--- src/rtl/encoder_rr_arbiter_if.sv ---
// Request/grant bundle between requesting masters
// and the round-robin arbiter.
interface encoder_rr_arbiter_if #(
   parameter int N    = 8,
   parameter int IDXW = 3
);
   logic [N-1:0]    req;
   logic [N-1:0]    gnt;
   logic [IDXW-1:0] gnt_idx;
   logic            gnt_valid;
   logic            timeout;

   modport master (
      output req,
      input  gnt,
      input  gnt_idx,
      input  gnt_valid,
      input  timeout
   );

   modport slave (
      input  req,
      output gnt,
      output gnt_idx,
      output gnt_valid,
      output timeout
   );
endinterface

--- src/rtl/encoder_rr_arbiter.sv ---
// 8-way round-robin arbiter: rotate by pointer, priority
// encode, register one-hot grant plus binary index.
module encoder_rr_arbiter #(
   parameter int N        = 8,
   parameter int IDXW     = 3,
   parameter int MAX_HOLD = 16
) (
   input  logic clk,
   input  logic rst_n,
   encoder_rr_arbiter_if.slave bus
);

   localparam int HW =
      (MAX_HOLD > 0) ? $clog2(MAX_HOLD + 1) : 1;
   localparam logic [HW-1:0] HMAX = HW'(MAX_HOLD);

   typedef enum logic {
      IDLE,
      BUSY
   } state_t;

   state_t          state_q;
   logic [IDXW-1:0] ptr_q;
   logic [HW-1:0]   hold_q;
   logic [N-1:0]    gnt_q;
   logic [IDXW-1:0] idx_q;
   logic            vld_q;
   logic            to_q;
   logic [IDXW-1:0] win_d;

   // First set bit at or after p, wrapping; the
   // index adds back p modulo 2**IDXW == N.
   function automatic logic [IDXW-1:0] pick(
      input logic [N-1:0]    r,
      input logic [IDXW-1:0] p
   );
      logic [N-1:0]    rot;
      logic [IDXW-1:0] off;
      rot = N'({r, r} >> p);
      off = '0;
      for (int i = N - 1; i >= 0; i--) begin
         if (rot[i]) off = IDXW'(i);
      end
      return p + off;
   endfunction

   // Winner for the current request vector.
   always_comb begin
      win_d = pick(bus.req, ptr_q);
   end

   // Arbitration FSM with registered outputs.
   always_ff @(posedge clk or negedge rst_n) begin
      if (!rst_n) begin
         state_q <= IDLE;
         ptr_q   <= '0;
         hold_q  <= '0;
         gnt_q   <= '0;
         idx_q   <= '0;
         vld_q   <= 1'b0;
         to_q    <= 1'b0;
      end else begin
         to_q <= 1'b0;
         unique case (state_q)
            IDLE: begin
               if (|bus.req) begin
                  gnt_q   <= N'(1) << win_d;
                  idx_q   <= win_d;
                  vld_q   <= 1'b1;
                  ptr_q   <= win_d + IDXW'(1);
                  hold_q  <= HW'(1);
                  state_q <= BUSY;
               end
            end
            BUSY: begin
               if (!bus.req[idx_q]) begin
                  gnt_q   <= '0;
                  idx_q   <= '0;
                  vld_q   <= 1'b0;
                  state_q <= IDLE;
               end else if (MAX_HOLD != 0 &&
                            hold_q == HMAX) begin
                  gnt_q   <= '0;
                  idx_q   <= '0;
                  vld_q   <= 1'b0;
                  to_q    <= 1'b1;
                  state_q <= IDLE;
               end else if (hold_q != '1) begin
                  hold_q <= hold_q + HW'(1);
               end
            end
            default: state_q <= IDLE;
         endcase
      end
   end

   assign bus.gnt       = gnt_q;
   assign bus.gnt_idx   = idx_q;
   assign bus.gnt_valid = vld_q;
   assign bus.timeout   = to_q;

endmodule

--- src/flat_wrapper.sv ---
// flat-port wrapper written by rule: the top's interface ports become plain ports
module encoder_rr_arbiter_flat 
#(
   parameter int N        = 8,
   parameter int IDXW     = 3,
   parameter int MAX_HOLD = 16
)
  (clk, rst_n, bus_req, bus_gnt, bus_gnt_idx, bus_gnt_valid, bus_timeout);
  encoder_rr_arbiter_if #(.N(N), .IDXW(IDXW)) bus_i ();
  input  logic clk;
  input  logic rst_n;
  input wire logic [$bits(bus_i.req)-1:0] bus_req;
  output wire logic [$bits(bus_i.gnt)-1:0] bus_gnt;
  output wire logic [$bits(bus_i.gnt_idx)-1:0] bus_gnt_idx;
  output wire logic [$bits(bus_i.gnt_valid)-1:0] bus_gnt_valid;
  output wire logic [$bits(bus_i.timeout)-1:0] bus_timeout;
  assign bus_i.req = bus_req;
  assign bus_gnt = bus_i.gnt;
  assign bus_gnt_idx = bus_i.gnt_idx;
  assign bus_gnt_valid = bus_i.gnt_valid;
  assign bus_timeout = bus_i.timeout;
  encoder_rr_arbiter #(.N(N), .IDXW(IDXW), .MAX_HOLD(MAX_HOLD)) u_core (.clk(clk), .rst_n(rst_n), .bus(bus_i));
endmodule
--- config.mk ---
export PLATFORM = sky130hd
export DESIGN_NAME = encoder_rr_arbiter_flat
export DESIGN_NICKNAME = d
export VERILOG_FILES = /design/src/rtl/encoder_rr_arbiter_if.sv /design/src/rtl/encoder_rr_arbiter.sv /design/src/flat_wrapper.sv
export SDC_FILE = /design/constraint.sdc
export NUM_CORES = 1
export LEC_CHECK = 0
export CORE_MARGIN = 1
export CORE_UTILIZATION = 35
export CTS_BUF_LIST = sky130_fd_sc_hd__clkbuf_4 sky130_fd_sc_hd__clkbuf_8
export CTS_CLUSTER_SIZE = 30
export DETAILED_ROUTE_END_ITERATION = 16
export GPL_TIMING_DRIVEN = 0
export PLACE_DENSITY = 0.55
export SLEW_MARGIN = 15
export SYNTH_ARGS = -nofsm -noshare
export SYNTH_HDL_FRONTEND = slang
export SYNTH_SLANG_ARGS = --single-unit
export TNS_END_PERCENT = 100
--- constraint.sdc ---
create_clock -name clk -period 6.5 [get_ports clk]
set_input_delay 1.625 -clock clk [delete_from_list [all_inputs] [get_ports clk]]
set_output_delay 1.625 -clock clk [all_outputs]
set_load 0.01 [all_outputs]
==> summary.txt <==
Run status
  – Status: finished clean

Timing
  – RSZ-0062 raised after global routing: false
  – Clock Skew: 5.722 ps
  – Finish-stage setup viols: 0
  – Final Hold Fails: 0
  – Final period util: 0.7388
  – Final worst setup slack: 1698 ps
  – TNS Setup: 0 ps
  – Max-Slew Margin vs Limit: 0.6593
  – Maximum clock frequency: 0.2082 GHz
  – Min cycle time layout: 4802 ps
  – Slew @ Worst Pin: 498.2 ps
  – Max-slew violations: 0

GRT
  – Largest net degree at the start of global routing: 23
  – Total GRT Usage: 0.1610
  – Vias in the first global route: 1661
  – Initial antenna violation count: 0
  – First-pass GRT wire length: 8.052 mm
  – GRT Residual Overflow: 0

Critical path
  – Levels on crit path: 14
  – Worst-path fanout max: 8
  – CP max stage delay: 580 ps
  – Crit path max-delay family: adder cells
  – Slowest cell on the critical path: clkdlybuf4s50_1
  – Worst path required time: 6670 ps
  – CP Cell Sequence: clkdlybuf4s50_1 -> mux2_2 -> mux2i_1 -> a21oi_1 -> o31ai_1 -> ha_1 -> inv_1 -> fa_1 -> xnor2_1 -> nor3_2 -> nor2_1 -> ha_1 -> nand2_1 -> nand2_1
  – Buf+Inv Stages, Crit Path: 2
  – R2R depth: 15
  – Worst Setup Start Kind: input port
  – Setup crit end kind: flip-flop
  – CP arrival: 4970 ps
  – Critical path class: in2reg

Floorplanning
  – Core Region: 5642 µm²
  – Row Count: 27
  – IO Pins: 23
  – Die Area: 6279 µm²
  – Die H: 79.24 µm
  – Width of the die: 79.24 µm
  – Initial core utilization: 0.3701

Drt
  – Routed length per placed instance: 15.53 µm
  – Vias: 1716
  – M1 WL: 2.448 mm
  – Final ANT Viol Nets: 0
  – Drt first pass iters: 6
  – Vias per cell: 5.535
  – Post-route DRC violation count: 0
  – Max layer used: met4
  – Routed WL: 4.814 mm
  – WL met3: 209 µm
  – Initial DRC count: 108
  – Metal2 WL: 2.145 mm

Power and ir drop
  – Leakage power: 1.024 nW
  – Peak VDD IR: 0.2107 mV
  – Post-layout power: 0.001139 W
  – Power per cell area: 463.8 nW/µm²

Min path
  – Worst Hold Class: reg2reg
  – Min-Delay Path Depth: 2

Place
  – Dpl cells: 306
  – Post-DP HPWL: 3.526 mm
  – Pre-CTS setup slack: 1439 ps
  – PortBufs: 21
  – Routability congestion estimate: 0.8529

Clock network
  – Cts bufs inserted: 3
  – H-tree Lvls: 1
  – Post-CTS setup buffers: 0
  – Bufs on Longest Clock Path: 2
  – Clk slew on worst S/H paths: 90 ps
  – TritonCTS clock tree: yes
  – Resize count post-CTS: 0
  – Hold-fix buffers, CTS: 0
  – Worst-skew pair later-pin latency: 270 ps
  – Clock Tree Root: clkbuf_8
  – TritonCTS Sinks: 22

Cells and area
  – Final net count: 259
  – Ant. Diodes: 0
  – Share of layout cells above drive strength 1: 0.2353
  – Fin util: 0.4351
  – Fin cells: 310
  – Layout overhead on the synthesized area: 17.56%

Synth
  – Number of distinct library cells after synthesis: 69
  – Synth Register Bits: 22
  – Synthesized net count: 233
  – Synth Instances: 213
  – Avg Cell Area, Syn: 9.804 µm²
  – YS warnings: 0
  – Ys async rst share: 1.000
  – Synth Flop Type: dfrtp_1
  – Post-synth EDFFs: 0
  – Mapped Area: 2088 µm²
  – Post-synthesis sequential area ratio: 0.2636

Job
  – Max cap viols: 0
==> where the power goes <==
group,internal (W),switching [W]
combinational,0.000350,0.000429
clock,0.0000823,0.0000491
sequential,0.000189,0.0000396
==> kinds of logic (layout without fill, tap and decap cells) <==
group | after synthesis | in the layout | share of synthesized area
flip-flops | 22 | 22 | 0.2636
adder cells (fa/ha/maj) | 10 | 10 | 0.06351
XOR/XNOR | 3 | 3 | 0.01258
multiplexers | 9 | 9 | 0.07010
buffers and inverters | 26 | 51 | 0.08927
AO/OA/AOI/OAI | 55 | 55 | 0.2307
AND/OR/NAND/NOR | 88 | 88 | 0.2702
==> sequential cells by signal, indices dropped and copies added (netlist names) <==
name and flops:
u_core.bus.gnt 8, u_core.bus.gnt_idx 3, u_core.bus.gnt_valid 1, u_core.bus.timeout 1, u_core.hold_q 5, u_core.ptr_q 3
u_core.state_q 1
==> cells in the mapped netlist (2+ instances only) <==
| cell type | count | area, µm² |
|---|---|---|
| buf_6 | 5 | 56.30 |
| buf_4 | 3 | 22.52 |
| inv_1 | 11 | 41.29 |
| ha_1 | 9 | 112.6 |
| dfrtp_1 | 22 | 550.5 |
| xor2_1 | 2 | 17.52 |
| nand3b_1 | 2 | 15.01 |
| o21ai_0 | 9 | 45.04 |
| a21oi_1 | 10 | 50.05 |
| nor3_1 | 4 | 20.02 |
| mux2i_1 | 3 | 30.03 |
| mux4_2 | 3 | 67.56 |
| a21oi_2 | 2 | 17.52 |
| mux2_2 | 2 | 22.52 |
| nand2_1 | 15 | 56.30 |
| nor3_2 | 3 | 30.03 |
| o31ai_1 | 2 | 15.01 |
| o31ai_2 | 2 | 25.02 |
| and3_1 | 7 | 43.79 |
| a211oi_2 | 3 | 37.54 |
| nand3_1 | 29 | 145.1 |
| nor2b_1 | 3 | 18.77 |
| nor2_1 | 7 | 26.28 |
| a22o_1 | 3 | 26.28 |
| a211oi_1 | 2 | 15.01 |
| nor4b_4 | 2 | 47.55 |
| buf_2 | 3 | 15.01 |
| clkbuf_8 | 2 | 27.53 |
| o21ai_1 | 3 | 15.01 |
==> path summary, 6_finish.rpt <==
path,from,to,slack (ps)
max reg2reg,u_core.ptr_q[0],u_core.ptr_q[2],2710
max,bus_req[3],u_core.ptr_q[2],1700
min in group asynchronous,rst_n,u_core.hold_q[4],1310
min reg2reg,u_core.bus.gnt_valid,u_core.bus.gnt_valid,480
max in group asynchronous,rst_n,u_core.bus.gnt[1],4850
min,u_core.bus.gnt_valid,u_core.bus.gnt_valid,480
==> cell type report <==
cell class / instances / area, µm²
Buffer: 14 / 141.4
Clock buffer: 3 / 41.29
Clock inverter: 1 / 30.03
Fill cell: 572 / 3187
Inverter: 12 / 45.04
Multi-Input combinational cell: 165 / 1351
Sequential cell: 22 / 550.5
Tap cell: 72 / 90.09
Timing Repair Buffer: 21 / 205.2
==> worst register-to-register path: stages (launching register included) <==
cell,delay (ps)
dfrtp_1,500
buf_6,210
buf_4,210
mux2_2,360
mux2i_1,210
a21oi_1,130
o31ai_1,430
ha_1,230
inv_1,50
fa_1,410
xnor2_1,390
nor3_2,90
nor2_1,130
ha_1,250
nand2_1,60
nand2_1,40
==> placed cells by master (no fill, tap or decap), drive strengths merged, types with 5 or more instances in the layout <==
cell type / synthesis / routed
o21ai: 14 / 14
clkbuf: 2 / 5
nor2: 7 / 7
dfrtp: 22 / 22
a211oi: 5 / 5
nor3: 7 / 7
ha: 9 / 9
inv: 12 / 12
nand3: 29 / 29
clkdlybuf4s50: 0 / 20
buf: 12 / 13
nand2: 15 / 15
and3: 8 / 8
a21oi: 13 / 13
==> per-stage QoR <==
stage	hold slack, ps	area [µm²]
2_1_floorplan	503.6	2088
3_3_place_gp	460.8	2389
3_5_place_dp	461.5	2389
4_1_cts	485.8	2460
5_1_grt	533.8	2455
6_report	480.7	2455
==> layer usage <==
metal  global-route usage  vias to the layer above
li1                     -                      847
met1               0.2362                      830
met2               0.2483                       37
met3              0.03103                        2
met4              0.02182                        0
met5                    0                        -
Power figures use the tool's default switching activity.
==> patch 1 (same flow settings) <==
`MAX_HOLD` is set to 16 in 2 places; all go to 32.
--- a/src/rtl/encoder_rr_arbiter.sv
+++ b/src/rtl/encoder_rr_arbiter.sv
@@ -4,5 +4,5 @@
    parameter int N        = 8,
    parameter int IDXW     = 3,
-   parameter int MAX_HOLD = 16
+   parameter int MAX_HOLD = 32
 ) (
    input  logic clk,
--- a/src/flat_wrapper.sv
+++ b/src/flat_wrapper.sv
@@ -4,5 +4,5 @@
    parameter int N        = 8,
    parameter int IDXW     = 3,
-   parameter int MAX_HOLD = 16
+   parameter int MAX_HOLD = 32
 )
   (clk, rst_n, bus_req, bus_gnt, bus_gnt_idx, bus_gnt_valid, bus_timeout);
Behaviour: same outputs for any inputs over 10 cycles, from zero or initial values and one cycle with rst_n low; that may be too few to reach the edited logic, so the function may still have changed.
==> patch 1 against the original RTL <==
- setup slack worse by 0.26 ns
- highest routed layer unchanged
- sequential cell count is 1 higher
- total power is 17% lower
- cell area is 18% lower
- clock power is 30% lower
- routed wire length is 14% lower
- synthesized area is 19% lower
- synthesized cell count is 18% lower
==> patch 1: results (changes against the original RTL) <==
drive_gt1_frac: 0.120  # was 0.235
place.gp.congestion: 0.986  # was 0.853
rrSetupSlack_ns: 2.86  # was 2.71 ns
wl_met1_um: 2100  # was 2450 um
synth-adder-area-share: 0.0710  # was 0.0635
wl_met3_um: 131  # was 209 um
grt_pass1_wl_um: 7160  # was 8050 um
synth_fp_nets: 194  # was 233
hpwl_um: 3020  # was 3530 um
timing.fmax_mhz: 197  # was 208 MHz
outcome: "finished, final reports clean"  # unchanged
drt_iter0_drc: 126  # was 108
place_ws_ns: 1.13  # was 1.44 ns
crit_path_max_fanout: 9  # was 8
synth_cells: 175  # was 213
nFillCells: 450  # was 572
critical-path-top-delay-family: "compound AO/OA/AOI/OAI gates"  # was adder cells
worst-endpoint-arrival_ns: 5.22  # was 4.97 ns
grt_pass1_vias: 1548  # was 1,661
ys_seq_area_frac: 0.340  # was 0.264
netlist-cell-type-count: 52  # was 69
synth-compound-area-share: 0.200  # was 0.231
clock_skew_ns: 0.00938  # was 0.00572 ns
firstDrtPassIters: 4  # was 6
place_inst: 248  # was 306
critPathMaxStageDelay_ns: 0.61  # was 0.58 ns
use_met1: 0.253  # was 0.236
dr_wl_met2_um: 1900  # was 2150 um
grt_util_all_layers: 0.175  # was 0.161
[patch 1: cell types whose count changed in the layout (fill, tap and decap cells not counted), sizes merged, moves of 5 or more]
cell and delta:
nand3 -19, buf -8, o21ai -8, a21oi -7, nand2 +7, and3 -6, nand2b +5, nor2 +5
[patch 1: layout make-up]
type                            count  area share
Buffer                              8      0.0236
Clock buffer                        3      0.0205
Clock inverter                      1     0.00373
Inverter                            8      0.0149
Multi-Input combinational cell    136       0.516
Sequential cell                    23       0.286
Tap cell                           52      0.0324
Timing Repair Buffer               21       0.102
[patch 1: power by group]
part / internal [W] / total, W / switching [W]
logic: 0.000273 / 0.000618 / 0.000346
clock network: 0.0000434 / 0.0000923 / 0.0000489
registers: 0.000186 / 0.000229 / 0.0000424
total: 0.000502 / 0.000939 / 0.000437
[patch 1: stage by stage]
step / cell area, sq um / total power, W
finish: 2010 / 0.000939
global route: 2010 / 0.00103
CTS: 2020 / 0.000948
detailed placement: 1970 / 0.000840
global placement: 1970 / 0.000830
floorplan: 1690 / 0.000673
==> patch 2 (same settings) <==
Made on the original files. Make the reset (`rst_n`) synchronous in one clocked block.
--- a/src/rtl/encoder_rr_arbiter.sv
+++ b/src/rtl/encoder_rr_arbiter.sv
@@ -51,5 +51,5 @@
 
    // Arbitration FSM with registered outputs.
-   always_ff @(posedge clk or negedge rst_n) begin
+   always_ff @(posedge clk) begin
       if (!rst_n) begin
          state_q <= IDLE;
Behaviour: differs if rst_n is asserted again (counterexample within 4 cycles, from zero or initial values and one cycle with rst_n low); with rst_n held inactive, the same outputs for 10 cycles.
==> patch 2 against the original RTL <==
- sequential cell count unchanged
- non-clock buffer count shrank 4
- synthesized area down 25%
- clock power is 26% lower
- total power shrank 34%
- sequential share of layout area grew 0.67 points
- critical path depth grew 1
- setup slack better by 0.074 ns
- count of clock-buffer cells in the layout rose by 1
- routed wire length shrank 24%
- cell area is 22% lower
- largest power group unchanged
==> patch 2: results (changes against the original RTL) <==
wl_per_cell_um: 14.2  # was 15.5 um
htree_levels: 1  # unchanged
met2_usage: 0.268  # was 0.248
synth_fp_nets: 202  # was 233
worst-endpoint-arrival_ns: 4.88  # was 4.97 ns
ys_seq_area_frac: 0.279  # was 0.264
nets: 228  # was 259
yosysMostFrequentCell: "dfxtp_1"  # was nand3_1
ff2ff_path_depth: 16  # was 15
nFillCells: 410  # was 572
grt_pass1_vias: 1321  # was 1,661
critPathMaxStageDelay_ns: 0.61  # was 0.58 ns
p_leak_nw: 0.742  # was 1.02 nW
hpwl_um: 2810  # was 3530 um
slew_headroom: 0.546  # was 0.659
synthArstFlopShare: 0  # was 1.00
place_inst: 255  # was 306
placed_area_sq_um: 1850  # was 2390 sq um
synth_area_leaders: "dfxtp_1, mux2i_1, ha_1"  # was dfrtp_1, nand3_1, ha_1
cts-root-buf: "clkbuf_8"  # unchanged
crit_path_max_fanout: 6  # was 8
avgSynthCellArea_sq_um: 8.66  # was 9.80 sq um
viasPerCell: 5.51  # was 5.54
grt_use_met3: 0.0219  # was 0.0310
netlist-cell-type-count: 46  # was 69
firstDrtPassIters: 4  # was 6
drt_wl_total_um: 3670  # was 4810 um
synth.top_cells.by_count: "dfxtp_1, nand2_1, nor2_1"  # was nand3_1, dfrtp_1, nand2_1
place_ws_ns: 1.56  # was 1.44 ns
setup_ws_ns: 1.77  # was 1.70 ns
ir_worst_vdd_uv: 261  # was 211 uV
rrSetupSlack_ns: 2.93  # was 2.71 ns
place.gp.congestion: 0.878  # was 0.853
outcome: "finished, final reports clean"  # unchanged
grt_start_max_net_pins: 13  # was 23
clock_skew_ns: 0.00838  # was 0.00572 ns
use_met1: 0.209  # was 0.236
grt_pass1_wl_um: 6180  # was 8050 um
fin_hold_ws_ns: 0.449  # was 0.481 ns
drive_gt1_frac: 0.111  # was 0.235
grt_util_all_layers: 0.158  # was 0.161
patch 2: worst paths after layout:
path	end	startpoint
hold reg to reg	u_core.bus.gnt_valid	u_core.bus.gnt_valid
setup / recovery	u_core.ptr_q[2]	bus_req[5]
setup reg to reg	u_core.ptr_q[2]	u_core.ptr_q[1]
hold / removal	u_core.bus.gnt_valid	u_core.bus.gnt_valid
patch 2: worst max-delay path, delay by kind of cell:
| kind | cells | cell delay [ns] |
|---|---|---|
| adder cells (fa/ha/maj) | 4 | 1.22 |
| AO/OA/AOI/OAI | 5 | 0.96 |
| buffers and inverters | 4 | 0.87 |
| multiplexers | 1 | 0.15 |
| AND/OR/NAND/NOR | 1 | 0.06 |
patch 2: cell families after synthesis:
group	synth area share
AO/OA/AOI/OAI	0.194
XOR/XNOR	0.0286
adder cells (fa/ha/maj)	0.0929
buffers and inverters	0.0619
flip-flops	0.279
multiplexers	0.162
AND/OR/NAND/NOR	0.181
patch 2: final cells by class:
class,instances,area [sq um],share of cell area
Multi-Input combinational cell,139,1040,0.545
Buffer,10,56.3,0.0295
Sequential cell,22,440,0.231
Inverter,11,41.3,0.0217
Clock buffer,4,55.1,0.0289
Timing Repair Buffer,21,210,0.110
Tap cell,52,65.1,0.0341
patch 2: report_power, final:
group	switching (W)	total [W]	internal, W
sequential	0.0000299	0.000199	0.000170
combinational	0.000242	0.000458	0.000216
clock	0.0000429	0.0000968	0.0000539
patch 2: routing by layer:
metal	share of wire	vias to the layer above
li1	-	701
met2	0.49	41
met3	0.035	2
met4	0.0049	0
met1	0.47	684
met5	0	-
